File: config.mk
export PLATFORM = sky130hd
export DESIGN_NAME = sync_debounce_edge
export DESIGN_NICKNAME = d
export VERILOG_FILES = /design/src/rtl/sync_debounce_edge_pkg.sv /design/src/rtl/sync_debounce_edge_debounce_bit.sv /design/src/rtl/sync_debounce_edge.sv
export SDC_FILE = /design/constraint.sdc
export NUM_CORES = 1
export LEC_CHECK = 0
export BUFFER_PORTS_ARGS = -buffer_cell sky130_fd_sc_hd__clkbuf_2
export CAP_MARGIN = 10
export CORE_MARGIN = 5
export CORE_UTILIZATION = 50
export CTS_CLUSTER_SIZE = 28
export DETAILED_ROUTE_END_ITERATION = 8
export PLACE_DENSITY = 0.75
export SYNTH_ARGS = -nofsm -noshare
export SYNTH_HDL_FRONTEND = slang
export SYNTH_HIERARCHICAL = 1
export SYNTH_SLANG_ARGS = --single-unit
File: constraint.sdc
create_clock -name i_clk -period 2.2 [get_ports i_clk]
set_input_delay 0.44 -clock i_clk [delete_from_list [all_inputs] [get_ports i_clk]]
set_output_delay 0.44 -clock i_clk [all_outputs]
set_load 0.02 [all_outputs]
File: src/rtl/sync_debounce_edge_pkg.sv
// Shared definitions for the debounce/edge-detect slice.
//   clog2_min1 : counter width helper, never returns 0 so a single-state
//                counter still has a legal 1-bit register.
package sync_debounce_edge_pkg;

  function automatic int unsigned clog2_min1(input int unsigned v);
    return (v <= 1) ? 1 : $clog2(v);
  endfunction

endpackage

File: src/rtl/sync_debounce_edge_debounce_bit.sv
// debounce_bit: single-bit debounce cell with registered edge pulses.
//   i_clk, i_rst_n : clock, async active-low reset
//   i_data         : synchronized input bit
//   o_level        : accepted (debounced) level
//   o_rise/o_fall  : registered one-cycle acceptance pulses
//   o_rise_nxt/o_fall_nxt : next-state pulse values, so the parent can register
//                           an aggregate aligned with o_rise/o_fall
module debounce_bit
  import sync_debounce_edge_pkg::*;
#(
  parameter int unsigned DEBOUNCE_CYCLES = 4,
  parameter logic        INIT_LEVEL      = 1'b0
) (
  input  logic i_clk,
  input  logic i_rst_n,
  input  logic i_data,
  output logic o_level,
  output logic o_rise,
  output logic o_fall,
  output logic o_rise_nxt,
  output logic o_fall_nxt
);

  localparam int unsigned   CW    = clog2_min1(DEBOUNCE_CYCLES);
  localparam logic [CW-1:0] C_MAX = CW'(DEBOUNCE_CYCLES - 1);

  logic          r_level;
  logic [CW-1:0] r_cnt;
  logic          r_rise, r_fall;
  logic          w_diff, w_accept;
  logic [CW-1:0] w_cnt_nxt;

  assign w_diff   = i_data ^ r_level;
  // Acceptance happens on the DEBOUNCE_CYCLES-th consecutive differing
  // sample; the counter is cleared there, so it can never wrap.
  assign w_accept = w_diff && (r_cnt == C_MAX);

  always_comb begin
    w_cnt_nxt = '0;
    if (w_diff && !w_accept) w_cnt_nxt = r_cnt + 1'b1;
  end

  assign o_rise_nxt = w_accept &  i_data;
  assign o_fall_nxt = w_accept & ~i_data;

  always_ff @(posedge i_clk or negedge i_rst_n) begin
    if (!i_rst_n) begin
      r_level <= INIT_LEVEL;
      r_cnt   <= '0;
      r_rise  <= 1'b0;
      r_fall  <= 1'b0;
    end else begin
      if (w_accept) r_level <= i_data;
      r_cnt  <= w_cnt_nxt;
      r_rise <= o_rise_nxt;
      r_fall <= o_fall_nxt;
    end
  end

  assign o_level = r_level;
  assign o_rise  = r_rise;
  assign o_fall  = r_fall;

endmodule

File: src/rtl/sync_debounce_edge.sv
// sync_debounce_edge: per-bit debounce filter with rise/fall pulses, placed
// after a synchronizer.
//   i_clk, i_rst_n : clock, async active-low reset
//   i_data         : DATA_WIDTH vector already synchronous to i_clk
//   o_level        : debounced levels
//   o_rise/o_fall  : one-cycle pulses on accepted 0->1 / 1->0 changes
//   o_any_change   : registered OR of all pulses, aligned with them
module sync_debounce_edge
  import sync_debounce_edge_pkg::*;
#(
  parameter int unsigned DATA_WIDTH      = 8,
  parameter int unsigned DEBOUNCE_CYCLES = 4,
  parameter logic        INIT_LEVEL      = 1'b0
) (
  input  logic                  i_clk,
  input  logic                  i_rst_n,
  input  logic [DATA_WIDTH-1:0] i_data,
  output logic [DATA_WIDTH-1:0] o_level,
  output logic [DATA_WIDTH-1:0] o_rise,
  output logic [DATA_WIDTH-1:0] o_fall,
  output logic                  o_any_change
);

  logic [DATA_WIDTH-1:0] w_rise_nxt, w_fall_nxt;
  logic                  r_any;

  for (genvar k = 0; k < DATA_WIDTH; k++) begin : g_bit
    debounce_bit #(
      .DEBOUNCE_CYCLES (DEBOUNCE_CYCLES),
      .INIT_LEVEL      (INIT_LEVEL)
    ) u_bit (
      .i_clk      (i_clk),
      .i_rst_n    (i_rst_n),
      .i_data     (i_data[k]),
      .o_level    (o_level[k]),
      .o_rise     (o_rise[k]),
      .o_fall     (o_fall[k]),
      .o_rise_nxt (w_rise_nxt[k]),
      .o_fall_nxt (w_fall_nxt[k])
    );
  end

  // Reduce the next-state pulses so the flag lands in the same cycle as them.
  always_ff @(posedge i_clk or negedge i_rst_n) begin
    if (!i_rst_n) r_any <= 1'b0;
    else          r_any <= |(w_rise_nxt | w_fall_nxt);
  end

  assign o_any_change = r_any;

endmodule

After elaboration in Yosys (flattened, before gate mapping)
Cells that the tools add are included.
{"block": "totals", "inputBits": 10, "out_inout_bits": 25, "ff_bits": 41}
{"block": "classes", "reduce_logical": 25, "mux": 8, "eq_ne": 8, "bitwise_logic": 33, "n_addsub": 8}
{"operator": "2-bit by 1-bit adder with 2-bit output (second input constant)", "count": 8}
{"operator": "1-bit AND", "count": 16}
{"operator": "2-bit == test (second input constant)", "count": 8}
{"operator": "1-bit logical AND", "count": 16}
{"operator": "2-bit 2-to-1 mux", "count": 8}
{"operator": "1-bit logical NOT", "count": 8}
{"operator": "1-bit NOT", "count": 8}
{"operator": "8-bit OR", "count": 1}
{"operator": "8-bit OR reduction", "count": 1}
{"operator": "1-bit bitwise XOR", "count": 8}

Longest topological paths before layout
Gate-level depths: netlist (run 1).
{"block": "logic_depth", "word_depth": 5, "depth_mapped": 5, "ltp_nobuf": 5}

By module
The synthesis (run 1) kept the hierarchy.
{"mod": "debounce_bit", "instances": 8, "seq_area_each_um2": 125.1, "area_per_inst_um2": 187.7, "cells_per_inst": 14}
{"mod": "sync_debounce_edge", "instances": 1, "seq_area_each_um2": 25.0, "area_per_inst_um2": 56.3, "cells_per_inst": 6}

Worst setup path before layout (run 1)
OpenSTA, ideal clock, no wires.
{"block": "synth_timing", "path_kind": "flip-flop to flip-flop", "from": "reg g_bit[2].u_bit.r_cnt[0]", "to": "reg r_any (netlist: o_any_change)", "slack_ns": 0.959, "path_stages_with_launch": 5, "setup_ns": 0.140, "t_arrival_ns": 1.102, "synth_period_minus_slack_ns": 1.241, "t_required_ns": 2.060, "cell_sequence": "dfrtp_1 -> ha_1 -> nor3b_1 -> nor4_1 -> nand4_1"}
{"block": "synth_via", "elab_chain_cells": 5, "elab_cells_between_ends": 6}
{"element": "start, declared", "line_no": "sync_debounce_edge_debounce_bit.sv:28", "source": "logic [CW-1:0] r_cnt;"}
{"element": "start signal, assigned", "line_no": "sync_debounce_edge_debounce_bit.sv:54", "source": "r_cnt <= w_cnt_nxt;"}
{"element": "2-bit == test", "line_no": "sync_debounce_edge_debounce_bit.sv:36", "source": "assign w_accept = w_diff && (r_cnt == C_MAX);"}
{"element": "1-bit logical AND", "line_no": "sync_debounce_edge_debounce_bit.sv:36"}
{"element": "1-bit AND", "line_no": "sync_debounce_edge_debounce_bit.sv:44", "source": "assign o_fall_nxt = w_accept & ~i_data;"}
{"element": "net w_fall_nxt[2]", "line_no": "sync_debounce_edge.sv:24", "source": "logic [DATA_WIDTH-1:0] w_rise_nxt, w_fall_nxt;"}
{"element": "8-bit OR", "line_no": "sync_debounce_edge.sv:46", "source": "else r_any <= |(w_rise_nxt | w_fall_nxt);"}
{"element": "8-bit OR reduction", "line_no": "sync_debounce_edge.sv:46"}
{"element": "end signal, assigned", "line_no": "sync_debounce_edge.sv:46"}
{"element": "end, declared", "line_no": "sync_debounce_edge.sv:25", "source": "logic r_any;"}
The timed path passes the listed nets, and every way through them passes these cells.
A chain may end at the register's enable or synchronous reset.

Final worst setup path (run 1)
Same ends and word-level chain as after synthesis.

==> results.sh, run 1 <==
export IMPL_vias=1007
export IMPL_clockPowerShare_pct=15.4
export IMPL_drv_cap=0
export IMPL_ctsHoldBuffers=0
export IMPL_grt_pass1_wl_mm=4.802
export IMPL_root_buffer="clkbuf_4"
export IMPL_grt_pass1_vias=1038
export IMPL_wl_met2_mm=1.373
export IMPL_cts_resized=0
export IMPL_clock_latency_ps=330
export IMPL_viasPerCell=4.912
export IMPL_yosys_register_bits=41
export IMPL_fin_crit_sh_pct=66.06
export IMPL_drive_gt1_share_pct=29.81
export IMPL_syn2layout_area_growth_pct=18.07
export IMPL_port_buffers=34
export IMPL_hold_viol=0
export IMPL_clk_pin_slew_ps=110
export IMPL_first_pass_iters=4
export IMPL_overflow=0
export IMPL_net_switching_power_mw=0.7825
export IMPL_combPwrFrac_pct=33.6
export IMPL_max_freq_mhz=688.1
export IMPL_slew_viol_final=0
export IMPL_htree_levels=2
export IMPL_p_int_mw=1.418
export IMPL_critPathKind="reg2reg"
export IMPL_synth_top_area_cell="dfrtp_1"
export IMPL_vdd_drop_max_mv=0.6123
export IMPL_cp_start_kind="flop"
export IMPL_antenna_found_initial=0
export IMPL_netlist_instances=118
export IMPL_syn_area_sq_um=1558
export IMPL_ys_top_cells_by_area="dfrtp_1 66%, ha_1 6.4%, nor3b_2 6.4%, xnor2_1 4.5%, nor3b_1 3.9%"
export IMPL_seq_area_frac_synth_pct=65.86
export IMPL_max_stage_delay_ps=410
export IMPL_final_cell_mix="41 x dfrtp_1, 34 x clkbuf_2"
export IMPL_synth_warning_count=6
export IMPL_tritoncts="done"
export IMPL_gp_congestion=0.7420
export IMPL_critPathCaptureType="flop"
export IMPL_rows=20
export IMPL_gr_usage_all_layers_pct=14.93
export IMPL_final_nets=178
export IMPL_p_leak_nw=0.9458
export IMPL_synthesis_nets=136
export IMPL_period_minus_slack_ps=1453
export IMPL_start_util_pct=51.45
export IMPL_num_io_pins=35
export IMPL_wl_met1_mm=1.137
export IMPL_wire_per_inst_um=13.26
export IMPL_drc=0
export IMPL_synth_cell_types=12
export IMPL_slowest_stage="dfrtp_1"
export IMPL_fp_dieW_um=65.82
export IMPL_coreArea_sq_um=3028
export IMPL_drt_iter0_drc=20
export IMPL_clk_path_buf_depth=2
export IMPL_tns_ps=0
export IMPL_syn_avg_cell_area_sq_um=13.20
export IMPL_postCtsSetupRepairBufs=0
export IMPL_worst_slew_pin_slew_ps=497.4
export IMPL_top_layer="met4"
export IMPL_grt_max_degree=42
export IMPL_worstPathCellList="ha_1 > nor3b_1 > nor4_1 > nand4_1"
export IMPL_seqPwrFrac_pct=50.9
export IMPL_slew_headroom_pct=66.84
export IMPL_wl_met3_um=171
export IMPL_dieHeight_um=65.82
export IMPL_switching_share_pct=35.56
export IMPL_p_per_area_nw_per_um2=1196
export IMPL_whs_ps=146.2
export IMPL_antennaDiodeCount=0
export IMPL_synth_top_area_share_pct=65.86
export IMPL_crit_required_ps=2410
export IMPL_worstHoldPathType="in2async"
export IMPL_cp_buffers_inverters=0
export IMPL_status="finished, final reports clean"
export IMPL_routed_wl_mm=2.719
export IMPL_cts_buffers_inserted=5
export IMPL_hpwl_mm=2.120
export IMPL_skew_ps=9.048
export IMPL_cp_top_family="simple AND/OR/NAND/NOR gates"
export IMPL_fp_dieArea_sq_um=4332
export IMPL_grt_setup_unrepaired="no"
export IMPL_fillers=248
export IMPL_cp_arrival_ps=1660
export IMPL_setup_viol=0
export IMPL_layout_commonest_cell="dfrtp_1"
export IMPL_cp_max_fo=5
export IMPL_antenna_left=0
export IMPL_cts_sinks=41
[final timing paths]
kind                                                   startpoint                                 to  slack [ps]  cells after the start
worst max-delay path            g_bit[2].u_bit/r_cnt[0]$_DFF_PN0_             o_any_change$_DFF_PN0_         750                      4
worst min-delay path                                      i_rst_n  g_bit[6].u_bit/r_cnt[1]$_DFF_PN0_         150                      2
worst max register to register  g_bit[2].u_bit/r_cnt[0]$_DFF_PN0_             o_any_change$_DFF_PN0_         750                      4
worst min register to register  g_bit[7].u_bit/r_cnt[0]$_DFF_PN0_  g_bit[7].u_bit/r_cnt[0]$_DFF_PN0_         450                      1
max in group asynchronous                                 i_rst_n  g_bit[5].u_bit/r_cnt[1]$_DFF_PN0_        1700                      2
min in group i_clk                                      i_data[7]    g_bit[7].u_bit/o_fall$_DFF_PN0_         320                      2
[worst register-to-register path: stages, from the launching register on]
cell and delay (ps):
dfrtp_1 410, ha_1 270, nor3b_1 180, nor4_1 350
nand4_1 130
[sequential cells by signal (all words and copies together) (netlist names)]
signal,flops
g_bit.u_bit/o_rise,8
g_bit.u_bit/r_cnt,16
g_bit.u_bit/o_level,8
o_any_change,1
g_bit.u_bit/o_fall,8
[power groups by stage]
stage / logic [mW] / clock network, mW / registers, mW
floorplan: 0.406 / 0 / 1.23
global placement: 0.707 / 0 / 1.12
detailed placement: 0.753 / 0 / 1.14
CTS: 0.757 / 0.353 / 1.12
global route: 0.832 / 0.389 / 1.15
finish: 0.740 / 0.340 / 1.12
[area by class of cell]
class / count / area (sq um) / area share, %
Inverter: 8 / 30.03 / 1.633
Sequential cell: 41 / 1026 / 55.78
Timing Repair Buffer: 35 / 177.7 / 9.660
Tap cell: 44 / 55.05 / 2.993
Clock buffer: 8 / 48.80 / 2.653
Multi-Input combinational cell: 69 / 501.7 / 27.28
[kinds of logic (layout without fill, tap and decap cells)]
family / Yosys count / in the layout / share of synthesized area (%)
DFF: 41 / 41 / 65.86
adders and majority gates: 8 / 8 / 6.426
buffers and inverters: 8 / 51 / 1.928
xor gates and xnor gates: 8 / 8 / 4.498
AOI/OAI and AO/OA: 8 / 8 / 2.570
and+or+nand+nor: 45 / 45 / 18.72
[Yosys cell counts]
cell type,count
dfrtp_1,41
ha_1,8
inv_1,8
nand2_1,8
nor2_1,8
nor3_1,8
nor3b_1,8
nor3b_2,8
o21ai_0,8
xnor2_1,8
nor4_1,4
nand4_1,1
[through the flow]
step           power (mW)  utilization [%]  area (sq um)  std cells  setup slack [ps]
6_report            2.200            60.74          1839        205             746.7
5_1_grt             2.376            60.74          1839        205             630.9
4_1_cts             2.234            60.74          1839        205             718.9
3_5_place_dp        1.890            59.13          1790        197             744.2
3_3_place_gp        1.825            59.13          1790        197             800.2
2_1_floorplan       1.632                -          1558        118             958.6
[metal layers]
metal	global-route usage [%]	up-vias
li1	-	486
met2	24.91	28
met5	0	-
met1	18.15	488
met4	5.440	0
met3	4.592	5
Power figures use the tool's default switching activity.
==> inputs of run 2 (changes only) <==
- ABC_AREA: not set -> 1
- CORE_UTILIZATION: 50 -> 47
- PLACE_DENSITY: 0.75 -> 0.73
- clock period: 2.2 -> 1.3 ns (I/O delays scaled with it)
==> results.sh, run 2 <==
export IMPL_synth_edff_count=0
export IMPL_cts_sinks=41
export IMPL_synth_cell_types=6
export IMPL_crit_required_ps=1040
export IMPL_fp_dieW_um=68.58
export IMPL_gp_congestion=0.7235
export IMPL_seq_area_frac_synth_pct=63.62
export IMPL_drive_gt1_share_pct=21.36
export IMPL_rows=21
export IMPL_vias=1153
export IMPL_critPathKind="reg2out"
export IMPL_setup_viol=0
export IMPL_critPathCaptureType="primary output"
export IMPL_antennaDiodeCount=0
export IMPL_utilization_pct=57.67
export IMPL_antenna_left=0
export IMPL_placed_cell_area_sq_um=1861
export IMPL_cp_start_kind="flop"
export IMPL_overflow=0
export IMPL_grt_max_degree=42
export IMPL_finalInstanceArea_sq_um=1924
export IMPL_final_cell_mix="45 x nand2_1, 42 x nor2_1, 41 x dfrtp_1"
export IMPL_cts_buffers_inserted=5
export IMPL_worstPathCellList="clkbuf_2"
export IMPL_root_buffer="clkbuf_4"
export IMPL_largest_reg_flops=16
export IMPL_coreArea_sq_um=3337
export IMPL_cp_buffers_inverters=1
export IMPL_worstHoldPathType="in2reg"
export IMPL_viasPerCell=4.335
export IMPL_synth_top_cells_by_count="45 x nand2_1, 42 x nor2_1, 41 x dfrtp_1"
export IMPL_syn_area_sq_um=1613
export IMPL_start_util_pct=48.33
export IMPL_synthesis_nets=194
export IMPL_port_buffers=34
export IMPL_slowest_stage="dfrtp_1"
export IMPL_grt_pass1_wl_mm=4.209
export IMPL_syn2layout_area_growth_pct=19.32
export IMPL_tritoncts="done"
export IMPL_drv_cap=0
export IMPL_worst_slew_pin_slew_ps=209.4
export IMPL_busiest_layer="met2"
export IMPL_dieHeight_um=68.58
export IMPL_max_freq_mhz=842.2
export IMPL_period_minus_slack_ps=1187
export IMPL_whs_ps=159.4
export IMPL_clk_pin_slew_ps=110
export IMPL_layout_commonest_cell="nand2_1"
export IMPL_postCtsSetupRepairBufs=0
export IMPL_first_pass_iters=4
export IMPL_p_per_area_nw_per_um2=1944
export IMPL_drc=0
export IMPL_max_stage_delay_ps=410
export IMPL_slew_viol_final=0
export IMPL_grt_util_met3_pct=6.807
export IMPL_final_nets=237
export IMPL_tns_ps=0
export IMPL_async_reset_ff_share_pct=100.0
export IMPL_clock_latency_ps=330
export IMPL_antenna_found_initial=0
export IMPL_routed_wl_mm=2.486
export IMPL_hpwl_mm=1.920
export IMPL_grt_pass1_vias=1089
export IMPL_use_met1_pct=13.21
export IMPL_synth_main_ff_cell="dfrtp_1"
export IMPL_slew_headroom_pct=86.04
export IMPL_htree_levels=2
export IMPL_gr_usage_all_layers_pct=12.79
export IMPL_synth_most_common_cell="nand2_1"
export IMPL_synth_top_area_share_pct=63.62
export IMPL_syn_avg_cell_area_sq_um=9.164
export IMPL_yosys_register_bits=41
export IMPL_synth_top_area_cell="dfrtp_1"
export IMPL_drt_iter0_drc=57
export IMPL_skew_ps=8.737
export IMPL_cp_arrival_ps=930
export IMPL_largest_register="g_bit.u_bit/r_cnt"
export IMPL_netlist_instances=176
export IMPL_num_io_pins=35
export IMPL_fp_dieArea_sq_um=4703
export IMPL_vdd_drop_max_mv=0.9358
export IMPL_synth_warning_count=6
export IMPL_wire_per_inst_um=9.346
export IMPL_stdcell_count=266
export IMPL_hold_viol=0
export IMPL_status="finished, final reports clean"
export IMPL_cp_top_family="flip-flops"
export IMPL_fin_crit_sh_pct=91.34
export IMPL_place_inst=257
export IMPL_p_leak_nw=1.132
export IMPL_use_met2_pct=20.62
export IMPL_cp_max_fo=3
export IMPL_grt_setup_unrepaired="no"
export IMPL_clk_path_buf_depth=2
export IMPL_ys_top_cells_by_area="dfrtp_1 64%, nand2_1 10%, nor2_1 9.8%, inv_1 7.4%, ha_1 6.2%"
## run 2: final timing paths
kind                                                 endpoint  slack [ps]  cells past startpoint                          startpoint
min in group asynchronous   g_bit[5].u_bit/r_cnt[0]$_DFF_PN0_         410                      3                             i_rst_n
max reg2reg                            o_any_change$_DFF_PN0_         130                      7   g_bit[0].u_bit/r_cnt[0]$_DFF_PN0_
min reg2reg                 g_bit[4].u_bit/r_cnt[0]$_DFF_PN0_         440                      1   g_bit[4].u_bit/r_cnt[0]$_DFF_PN0_
max in group asynchronous   g_bit[1].u_bit/r_cnt[0]$_DFF_PN0_         690                      3                             i_rst_n
max                                                o_level[7]         110                      1  g_bit[7].u_bit/o_level$_DFFE_PN0P_
min                        g_bit[5].u_bit/o_level$_DFFE_PN0P_         160                      3                           i_data[5]
## run 2: kinds of logic (layout without fill, tap and decap cells)
logic type,count (synthesis),in the layout,share of synthesized area (%)
flip-flops,41,41,63.61
adder cells (fa/ha/maj),8,8,6.207
buffers and inverters,32,76,7.448
AND/OR/NAND/NOR,87,87,20.25
AO/OA/AOI/OAI,8,8,2.483
## run 2: through the flow
stage	power [mW]	setup slack [ps]
after global routing	4.139	10.68
after floorplan	2.801	209.7
after CTS	3.803	64.94
after global placement	3.149	75.93
final	3.742	112.6
after detailed placement	3.203	77.61
## run 2: metal layers
layer,part of all wire (%),vias up
met1,43,517
met4,1.0,0
met2,48,28
li1,-,606
met3,7.9,2
met5,0,-
## run 2: cell type report
class	instances	area, sq um
clock buffer	6	41.29
clock inverter	2	10.01
fill	299	1413
inverter	32	120.1
multi-input combinational	103	469.2
sequential	41	1026
tap	46	57.56
timing repair buffer	36	200.2
## run 2: what timing repair did
action | in CTS | in global routing
endpoints found under the hold margin | 41 | 0
gates resized for setup | 0 | 5
hold buffers | 1 | 0
setup endpoints to repair | 0 | 1
## run 2: report_power, final
group          internal, mW  switching, mW
Combinational         0.461          0.827
Sequential             1.67          0.204
Clock                 0.206          0.371
